### src/rtl/zbt_pkg.sv
// Shared constants and encodings for the ZBT port arbiter: default widths,
// drain-mode FSM states and the per-cycle slot encoding.
package zbt_pkg;

   localparam int ADDR_W_DEF = 19;
   localparam int DATA_W_DEF = 36;

   localparam logic ST_NORMAL = 1'b0;
   localparam logic ST_DRAIN  = 1'b1;

   typedef enum logic {
      S_NORMAL = ST_NORMAL,
      S_DRAIN  = ST_DRAIN
   } arb_state_e;

   typedef enum logic [1:0] {
      SLOT_IDLE = 2'd0,
      SLOT_RD   = 2'd1,
      SLOT_WR   = 2'd2
   } slot_e;

endpackage

### src/rtl/zbt_port_arbiter_if.sv
// Bus bundle between the capture writer / display reader and the ZBT driver,
// as seen by the arbiter (slave) and by the surrounding logic (master).
interface zbt_port_arbiter_if #(
   parameter int ADDR_W = zbt_pkg::ADDR_W_DEF,
   parameter int DATA_W = zbt_pkg::DATA_W_DEF
);
   // rd_req is held with a stable rd_addr until rd_ack is seen in the same
   // cycle; wr_req is a one-cycle pulse with no backpressure.
   logic              wr_req;
   logic [ADDR_W-1:0] wr_addr;
   logic [DATA_W-1:0] wr_data;
   logic              rd_req;
   logic [ADDR_W-1:0] rd_addr;
   logic              rd_ack;
   logic              rd_valid;
   logic [DATA_W-1:0] rd_data;
   logic [ADDR_W-1:0] mem_addr;
   logic              mem_we;
   logic [DATA_W-1:0] mem_wdata;
   logic [DATA_W-1:0] mem_rdata;

   modport slave (
      input  wr_req, wr_addr, wr_data, rd_req, rd_addr, mem_rdata,
      output rd_ack, rd_valid, rd_data, mem_addr, mem_we, mem_wdata
   );

   modport master (
      output wr_req, wr_addr, wr_data, rd_req, rd_addr, mem_rdata,
      input  rd_ack, rd_valid, rd_data, mem_addr, mem_we, mem_wdata
   );
endinterface

### src/rtl/zbt_wr_fifo.sv
// Synchronous write buffer; push is accepted while full only when a pop
// happens in the same cycle.
module zbt_wr_fifo #(
   parameter int  WIDTH = 55,
   parameter int  DEPTH = 8,
   localparam int PTR_W = $clog2(DEPTH),
   localparam int CNT_W = PTR_W + 1
) (
   input  logic             clk,
   input  logic             reset_n,
   input  logic             push,
   input  logic [WIDTH-1:0] din,
   input  logic             pop,
   output logic [WIDTH-1:0] dout,
   output logic [CNT_W-1:0] count,
   output logic             full,
   output logic             empty
);
   logic [WIDTH-1:0] mem [DEPTH];
   logic [PTR_W-1:0] wr_ptr;
   logic [PTR_W-1:0] rd_ptr;
   logic             push_ok;
   logic             pop_ok;

   assign full    = (count == CNT_W'(DEPTH));
   assign empty   = (count == '0);
   assign pop_ok  = pop && !empty;
   assign push_ok = push && (!full || pop_ok);
   assign dout    = mem[rd_ptr];

   always_ff @(posedge clk) begin
      if (push_ok) mem[wr_ptr] <= din;
   end

   always_ff @(posedge clk) begin
      if (!reset_n) begin
         wr_ptr <= '0;
         rd_ptr <= '0;
         count  <= '0;
      end else begin
         if (push_ok) wr_ptr <= wr_ptr + 1'b1;
         if (pop_ok)  rd_ptr <= rd_ptr + 1'b1;
         count <= count + CNT_W'(push_ok) - CNT_W'(pop_ok);
      end
   end
endmodule

### src/rtl/zbt_port_arbiter.sv
// Shares one ZBT port between buffered capture writes and prioritised display
// reads, with a hysteretic drain mode that protects the write buffer.
module zbt_port_arbiter
   import zbt_pkg::*;
#(
   parameter int  ADDR_W     = ADDR_W_DEF,
   parameter int  DATA_W     = DATA_W_DEF,
   parameter int  FIFO_DEPTH = 8,
   parameter int  HI_WATER   = 6,
   parameter int  LO_WATER   = 2,
   parameter int  READ_LAT   = 2,
   localparam int CNT_W      = $clog2(FIFO_DEPTH) + 1
) (
   input  logic              clk,
   input  logic              reset_n,
   zbt_port_arbiter_if.slave bus,
   output logic [CNT_W-1:0]  fifo_count,
   output logic              wr_overflow,
   output logic              mode_drain
);
   localparam int ENT_W = ADDR_W + DATA_W;

   arb_state_e        state;
   arb_state_e        state_nxt;
   slot_e             slot;
   logic              fifo_push;
   logic              fifo_pop;
   logic              fifo_full;
   logic              fifo_empty;
   logic              wr_drop;
   logic [ENT_W-1:0]  fifo_head;
   logic [ADDR_W-1:0] head_addr;
   logic [DATA_W-1:0] head_data;
   logic [CNT_W-1:0]  count_nxt;
   logic [READ_LAT:0] rd_pipe;
   logic              mem_we_q;
   logic [ADDR_W-1:0] mem_addr_q;
   logic [DATA_W-1:0] mem_wdata_q;

   zbt_wr_fifo #(.WIDTH(ENT_W), .DEPTH(FIFO_DEPTH)) u_fifo (
      .clk     (clk),
      .reset_n (reset_n),
      .push    (fifo_push),
      .din     ({bus.wr_addr, bus.wr_data}),
      .pop     (fifo_pop),
      .dout    (fifo_head),
      .count   (fifo_count),
      .full    (fifo_full),
      .empty   (fifo_empty)
   );

   assign {head_addr, head_data} = fifo_head;

   always_comb begin
      slot = SLOT_IDLE;
      if (state == S_NORMAL) begin
         if (bus.rd_req)       slot = SLOT_RD;
         else if (!fifo_empty) slot = SLOT_WR;
      end else begin
         if (!fifo_empty)      slot = SLOT_WR;
         else if (bus.rd_req)  slot = SLOT_RD;
      end
   end

   assign fifo_pop  = (slot == SLOT_WR);
   assign fifo_push = bus.wr_req && (!fifo_full || fifo_pop);
   assign wr_drop   = bus.wr_req && fifo_full && !fifo_pop;
   // Mode is chosen on the fill level after this cycle's push/pop settle.
   assign count_nxt = fifo_count + CNT_W'(fifo_push) - CNT_W'(fifo_pop);

   always_comb begin
      state_nxt = state;
      case (state)
         S_NORMAL: if (count_nxt >= CNT_W'(HI_WATER)) state_nxt = S_DRAIN;
         S_DRAIN:  if (count_nxt <= CNT_W'(LO_WATER)) state_nxt = S_NORMAL;
         default:  state_nxt = S_NORMAL;
      endcase
   end

   always_ff @(posedge clk) begin
      if (!reset_n) state <= S_NORMAL;
      else          state <= state_nxt;
   end

   always_ff @(posedge clk) begin
      if (!reset_n) begin
         mem_we_q    <= 1'b0;
         mem_addr_q  <= '0;
         mem_wdata_q <= '0;
         rd_pipe     <= '0;
         wr_overflow <= 1'b0;
      end else begin
         rd_pipe <= {rd_pipe[READ_LAT-1:0], bus.rd_ack};
         if (wr_drop) wr_overflow <= 1'b1;
         case (slot)
            SLOT_WR: begin
               mem_we_q    <= 1'b1;
               mem_addr_q  <= head_addr;
               mem_wdata_q <= head_data;
            end
            SLOT_RD: begin
               mem_we_q   <= 1'b0;
               mem_addr_q <= bus.rd_addr;
            end
            default: mem_we_q <= 1'b0;
         endcase
      end
   end

   assign bus.rd_ack    = reset_n && (slot == SLOT_RD);
   assign bus.rd_valid  = rd_pipe[READ_LAT];
   assign bus.rd_data   = bus.mem_rdata;
   assign bus.mem_we    = mem_we_q;
   assign bus.mem_addr  = mem_addr_q;
   assign bus.mem_wdata = mem_wdata_q;
   assign mode_drain    = (state == S_DRAIN);
endmodule

### src/flat_wrapper.sv
// flat-port wrapper written by rule: the top's interface ports become plain ports
module zbt_port_arbiter_flat import zbt_pkg::*;
#(
   parameter int  ADDR_W     = ADDR_W_DEF,
   parameter int  DATA_W     = DATA_W_DEF,
   parameter int  FIFO_DEPTH = 8,
   parameter int  HI_WATER   = 6,
   parameter int  LO_WATER   = 2,
   parameter int  READ_LAT   = 2,
   localparam int CNT_W      = $clog2(FIFO_DEPTH) + 1
)
  (clk, reset_n, fifo_count, wr_overflow, mode_drain, bus_wr_req, bus_wr_addr, bus_wr_data, bus_rd_req, bus_rd_addr, bus_mem_rdata, bus_rd_ack, bus_rd_valid, bus_rd_data, bus_mem_addr, bus_mem_we, bus_mem_wdata);
  zbt_port_arbiter_if #(.ADDR_W(ADDR_W), .DATA_W(DATA_W)) bus_i ();
  input  logic clk;
  input  logic reset_n;
  output logic [CNT_W-1:0] fifo_count;
  output logic wr_overflow;
  output logic mode_drain;
  input wire logic [$bits(bus_i.wr_req)-1:0] bus_wr_req;
  input wire logic [$bits(bus_i.wr_addr)-1:0] bus_wr_addr;
  input wire logic [$bits(bus_i.wr_data)-1:0] bus_wr_data;
  input wire logic [$bits(bus_i.rd_req)-1:0] bus_rd_req;
  input wire logic [$bits(bus_i.rd_addr)-1:0] bus_rd_addr;
  input wire logic [$bits(bus_i.mem_rdata)-1:0] bus_mem_rdata;
  output wire logic [$bits(bus_i.rd_ack)-1:0] bus_rd_ack;
  output wire logic [$bits(bus_i.rd_valid)-1:0] bus_rd_valid;
  output wire logic [$bits(bus_i.rd_data)-1:0] bus_rd_data;
  output wire logic [$bits(bus_i.mem_addr)-1:0] bus_mem_addr;
  output wire logic [$bits(bus_i.mem_we)-1:0] bus_mem_we;
  output wire logic [$bits(bus_i.mem_wdata)-1:0] bus_mem_wdata;
  assign bus_i.wr_req = bus_wr_req;
  assign bus_i.wr_addr = bus_wr_addr;
  assign bus_i.wr_data = bus_wr_data;
  assign bus_i.rd_req = bus_rd_req;
  assign bus_i.rd_addr = bus_rd_addr;
  assign bus_i.mem_rdata = bus_mem_rdata;
  assign bus_rd_ack = bus_i.rd_ack;
  assign bus_rd_valid = bus_i.rd_valid;
  assign bus_rd_data = bus_i.rd_data;
  assign bus_mem_addr = bus_i.mem_addr;
  assign bus_mem_we = bus_i.mem_we;
  assign bus_mem_wdata = bus_i.mem_wdata;
  zbt_port_arbiter #(.ADDR_W(ADDR_W), .DATA_W(DATA_W), .FIFO_DEPTH(FIFO_DEPTH), .HI_WATER(HI_WATER), .LO_WATER(LO_WATER), .READ_LAT(READ_LAT)) u_core (.clk(clk), .reset_n(reset_n), .bus(bus_i), .fifo_count(fifo_count), .wr_overflow(wr_overflow), .mode_drain(mode_drain));
endmodule
### config.mk
export PLATFORM = sky130hd
export DESIGN_NAME = zbt_port_arbiter_flat
export DESIGN_NICKNAME = d
export VERILOG_FILES = /design/src/rtl/zbt_pkg.sv /design/src/rtl/zbt_port_arbiter_if.sv /design/src/rtl/zbt_wr_fifo.sv /design/src/rtl/zbt_port_arbiter.sv /design/src/flat_wrapper.sv
export SDC_FILE = /design/constraint.sdc
export NUM_CORES = 1
export LEC_CHECK = 0
export CORE_MARGIN = 2
export CORE_UTILIZATION = 40
export CTS_CLUSTER_SIZE = 28
export DETAILED_ROUTE_END_ITERATION = 12
export GPL_ROUTABILITY_DRIVEN = 0
export PLACE_DENSITY = 0.67
export SYNTH_ARGS = -nofsm -noshare
export SYNTH_HDL_FRONTEND = slang
export SYNTH_HIERARCHICAL = 1
export SYNTH_SLANG_ARGS = --single-unit
### constraint.sdc
create_clock -name clk -period 12.41 [get_ports clk]
set_clock_uncertainty 0.15 [all_clocks]
set_input_delay 2.482 -clock clk [delete_from_list [all_inputs] [get_ports clk]]
set_output_delay 2.482 -clock clk [all_outputs]
set_load 0.01 [all_outputs]
* Yosys cells after proc, flatten, opt, wreduce, memory -nomap -nowiden
Memories as Yosys holds them, arrays and structs flattened. A register that Yosys moved wholly into a read port is not among the register bits.
Cells that the tools add are included.
** Word-level totals
- RAM bits :: 440
- Memories kept :: 1
- Bits in registers :: 71
- ROM bits :: 0
- Bits in latches :: 0
** Cells by class
- Add/subtract/negate cells :: 6
- Multiply operators :: 0
- Mux-type cells :: 14
- Order comparisons :: 2
- Shifts and indexed selects :: 0
- Reductions and logical operators :: 13
- Bitwise operators :: 1
- Eq/ne operators :: 3
- Div/mod/pow operators :: 0
** Memory list
- u_core.u_fifo.mem :: words 8, width 55, read ports 1, clocked after memory_dff 1, write ports 1, line zbt_wr_fifo.sv:19 : logic [WIDTH-1:0] mem [DEPTH];
** Operator list (count)
- one-hot mux 19 bit (2 select lines) :: 1
- adder 4 x 1 -> 4 bit :: 2
- two-way mux 2 bit :: 4
- subtractor 4 x 1 -> 4 bit :: 2
- adder 3 x 1 -> 3 bit (second input constant) :: 2
- logical AND 1 bit :: 6
- two-way mux 1 bit :: 6
- two-way mux 3 bit :: 2
- == test 4 bit (second input constant) :: 1
- greater-or-equal comparator 4 x 3 -> 1 bit (second input constant) :: 1
- less-or-equal comparator 4 x 2 -> 1 bit (second input constant) :: 1
- zero test 4 bit :: 1
- zero test 1 bit :: 3
- == test 2 x 1 -> 1 bit (second input constant) :: 1
- == test 2 bit (second input constant) :: 1
- logical OR 1 bit :: 2
- one-hot mux 1 bit (2 select lines) :: 1
- nonzero test 2 bit :: 1
- NOT 1 bit :: 1

* Depth between registers and ports, before layout
- Depth in word-level cells :: 12
- Mapped depth :: 16
- Mapped depth without buffers :: 15

* Hierarchy
Netlist, hierarchy kept.
** By module, submodules not included
- zbt_wr_fifo :: instances 1, seq. area each 13472.9 µm², cells each 730, area an instance 17297.8 µm²
- zbt_port_arbiter :: instances 1, seq. area each 1221.2 µm², cells each 317, area an instance 2708.8 µm²

* Worst setup path after synthesis
OpenSTA, ideal clock, no wires.
- Kind :: input-to-reg
- Start point :: input bus_rd_req
- End point :: memory u_core.u_fifo.mem[1][0], enable pin
- Library setup time :: 0.604 ns
- Arrival :: 8.641 ns
- Path buffers :: 2
- Cell stages on the path :: 7
- Slack :: 3.015 ns
- Cells stage by stage :: a21o_4 > buf_6 > nand2_1 > and2_1 > clkbuf_1 > nand2_1 > nor4_1
** Between the ends
- Cells in the longest elaborated chain, start to end :: 9
** RTL lines
- start, declared :: line flat_wrapper.sv:22 : input wire logic [$bits(bus_i.rd_req)-1:0] bus_rd_req;
- two-way mux 1 bit :: line zbt_port_arbiter.sv:61 : else if (bus.rd_req) slot = SLOT_RD;
- two-way mux 2 bit :: line zbt_port_arbiter.sv:60 : if (!fifo_empty) slot = SLOT_WR;
- two-way mux 2 bit * :: line zbt_port_arbiter.sv:56 : if (state == S_NORMAL) begin
- == test 2 bit * :: line zbt_port_arbiter.sv:65 : assign fifo_pop = (slot == SLOT_WR);
- logical OR 1 bit * :: line zbt_port_arbiter.sv:66 : assign fifo_push = bus.wr_req && (!fifo_full || fifo_pop);
- logical AND 1 bit * :: line zbt_port_arbiter.sv:66
- via u_core.fifo_push :: line zbt_port_arbiter.sv:26 : logic fifo_push;
- logical AND 1 bit * :: line zbt_wr_fifo.sv:28 : assign push_ok = push && (!full || pop_ok);
- two-way mux 1 bit * :: line zbt_wr_fifo.sv:32 : if (push_ok) mem[wr_ptr] <= din;
- two-way mux 1 bit (not written as such) * :: line zbt_wr_fifo.sv:32
- end, declared :: line zbt_wr_fifo.sv:19
The timed path passes the listed nets; every way through them passes the cells marked *.

* Worst setup path after layout
- Start point :: input reset_n
- End point :: output bus_rd_ack
** Between the ends
- Cells in the longest elaborated chain, start to end :: 1
** RTL lines
- start, declared :: line flat_wrapper.sv:15 : input logic reset_n;
- logical AND 1 bit :: line zbt_port_arbiter.sv:110 : assign bus.rd_ack = reset_n && (slot == SLOT_RD);
- end, declared :: line flat_wrapper.sv:25 : output wire logic [$bits(bus_i.rd_ack)-1:0] bus_rd_ack;
No other way between the ends.

==> results.yml <==
final_layout:
  final_net_count: 1289
  fill_cells: 4036
  fin_cells: 1866
  drive_gt1_share_pct: 21.92
  multi_input_area_mm2: 0.004663
  register_area_mm2: 0.01471
  areaGrowthSynthToFinish_pct: 16.37
logic_synthesis:
  muxShareOfSynthArea_pct: 16.68
  synth.top_cell.area_share_pct: 66.04
  synthTopCellsByCount: "edfxtp_1 (440), mux4_2 (110), nand2_1 (88)"
  synth_fp_nets: 1174
  post-synth-top-count-cell: "edfxtp_1"
  ys_types: 45
  synth.area.top_cells: "edfxtp_1 (66%), mux4_2 (12%), dfxtp_1 (7.4%)"
  yosysWarnings: 6
  synth_edf_count: 440
  async_flop_share_pct: 0
  avgSynthCellArea_um2: 19.11
  ys_seq_area_share_pct: 73.45
  synth-simple-area-share_pct: 2.808
  syn-instance-count: 1047
  yosys.area_share.adder_pct: 0.8881
  synthXorXnorAreaFrac_pct: 0.1751
  yosys_register_bits: 514
  synth_top_area_cell: "edfxtp_1"
  synth_top_family_by_area: "multiplexers"
  ys.flop_type: "edfxtp_1"
  syn_area_mm2: 0.02001
  synth-compound-area-share_pct: 2.545
placement:
  io_buffers: 141
  place_inst: 1776
  pre_cts_slack_ns: 5.173
  dp_hpwl_mm: 22.59
timing:
  setup_tns_ns: 0
  relSlewSlack_pct: 17.66
  rsz0062_at_grt: "no"
  fin_crit_sh_pct: 58.17
  fin_crit_ns: 7.219
  postLayoutSetupSlackWorst_ns: 5.191
  hold_violations: 0
  finalSetupViolations: 0
  finalMaxSlewViolations: 0
  fmax_mhz: 138.5
  tightest_slew_ns: 1.235
global_route:
  grt.overflow.total: 0
  grt_max_degree: 65
  first_global_vias: 10090
  track_usage_pct: 15.48
  antenna_found_initial: 8
  grt_first_pass_wirelength_mm: 60.07
routing:
  drt_first_iter_violations: 667
  drc: 0
  vias_per_cell: 5.136
  num_vias: 9583
  drtAntennaViolNets: 0
  wirelength_mm: 39.80
  wl_per_cell_um: 21.33
  drtPass1Iterations: 5
cts:
  cts.sinks: 514
  ctsResizeCount: 0
  cts_root_buffer: "clkbuf_16"
  post-cts-setup-buffers: 0
  cts_made_buffers: 48
  cts_max_path_buffers: 3
  insertion_delay_ns: 0.54
  clk_pin_slew_ns: 0.06
  htree_levels: 2
  cts_hold_buf: 0
  cts_tree: "yes"
floorplanning:
  coreArea_mm2: 0.04915
  initial_core_util_pct: 40.70
  top_level_ports: 214
  die_x_um: 227.6
  die_h_um: 227.6
  dieArea_mm2: 0.05182
  placementRows: 81
pwr:
  power.leakage_uw: 0.007359
  p_sw_share_pct: 27.27
  pwr-share-seq_pct: 47.2
  switchingPower_uw: 1306
  share_comb_of_total_power_pct: 24.1
  p_clk_share_pct: 28.8
  power_uw: 4789
  peakVddDrop_mv: 0.1000
  power.density_mw_per_mm2: 205.7
  p_int_uw: 3483
worst_setup_path:
  worstPathArrival_ns: 4.59
  r2r_start: "u_core/u_fifo/count[2]"
  crit_fanout: 43
  rrSetupSlack_ns: 8.15
  setup.worst_path.start: "reset_n"
  cp-end-kind: "output pin"
  critPathLaunchType: "input port"
  critical_path_class: "in2out"
  required_ns: 9.78
hold_path:
  hp-start: "u_core/rd_pipe[1]"
  min_path_type: "reg2reg"
flow_run:
  maxCapViolCount: 0
outcome:
  status: "finished clean"
per-layer routing:
layer | wire [um] | up-vias | GRT usage [%]
met5 | 76 | - | 0
met1 | 16540 | 4963 | 19.71
met4 | 1067 | 12 | 5.334
met3 | 2473 | 93 | 3.792
met2 | 19640 | 194 | 26.03
li1 | - | 4321 | -
power by group through the flow:
stage | registers (uW) | clock network [uW] | logic [uW]
after floorplan | 2290 | 0 | 778
after global placement | 2290 | 0 | 1150
after detailed placement | 2300 | 0 | 1170
after CTS | 2260 | 1420 | 1180
after global routing | 2290 | 1480 | 1260
final | 2260 | 1380 | 1150
through the flow:
step / hold slack (ns) / util, % / cell area [um^2]
3_5_place_dp: 0.2740 / 44.34 / 21800
2_1_floorplan: 0.2619 / - / 20010
5_1_grt: 0.3103 / 47.36 / 23280
3_3_place_gp: 0.2690 / 44.34 / 21800
4_1_cts: 0.2872 / 47.36 / 23280
6_report: 0.2870 / 47.37 / 23280
critical path, stage by stage:
cell and delay [ns]:
clkdlybuf4s50_1 0.46, buf_4 0.38, inv_2 0.47, nor2_1 0.22, clkdlybuf4s50_1 0.55
kinds of logic (layout without fill, tap and decap cells):
kind of cell / after synthesis / after routing
AOI/OAI and AO/OA: 92 / 92
other: 0 / 2
xor gates and xnor gates: 4 / 4
muxes: 189 / 189
DFF: 514 / 514
and+or+nand+nor: 127 / 127
buffers and inverters: 108 / 261
adders and majority gates: 13 / 13
cells in the final DEF (no fill, tap or decap), types with 3 or more instances in the layout:
master,n
a21oi_1,59
and2_1,6
buf_4,16
clkbuf_1,18
clkbuf_16,51
clkdlybuf4s50_1,141
clkinv_1,5
clkinv_2,8
dfxtp_1,71
dfxtp_4,3
edfxtp_1,440
ha_1,11
inv_1,13
mux2_2,55
mux2i_1,24
mux4_2,110
nand2_1,88
nand2b_1,5
nor2_1,6
nor2b_1,4
nor3_2,6
o21ai_0,21
path summary, 6_finish.rpt:
path / depth (start not counted) / endpoint
setup / recovery: 5 / bus_rd_ack
hold / removal: 1 / u_core/rd_pipe[2]
setup reg to reg: 10 / u_core/u_fifo/mem[0][48]
hold reg to reg: 1 / u_core/rd_pipe[2]
state kept, by name, indices dropped and copies added (netlist names), named ones only:
signal / flops
u_core/u_fifo/mem: 440
u_core/bus.mem_we: 1
u_core/u_fifo/wr_ptr: 3
u_core/bus.mem_addr: 19
u_core/rd_pipe: 3
u_core/wr_overflow: 1
u_core/u_fifo/count: 4
u_core/mode_drain: 1
u_core/bus.mem_wdata: 36
u_core/u_fifo/rd_ptr: 3
layout make-up:
class	instances	area share, %
antenna	2	0.02150
timing repair buffer	157	6.578
sequential	514	63.16
clock buffer	71	5.890
clock inverter	17	0.4729
tap	664	3.568
multi-input combinational	425	20.03
inverter	16	0.2795
(Power assumes the default switching activity.)
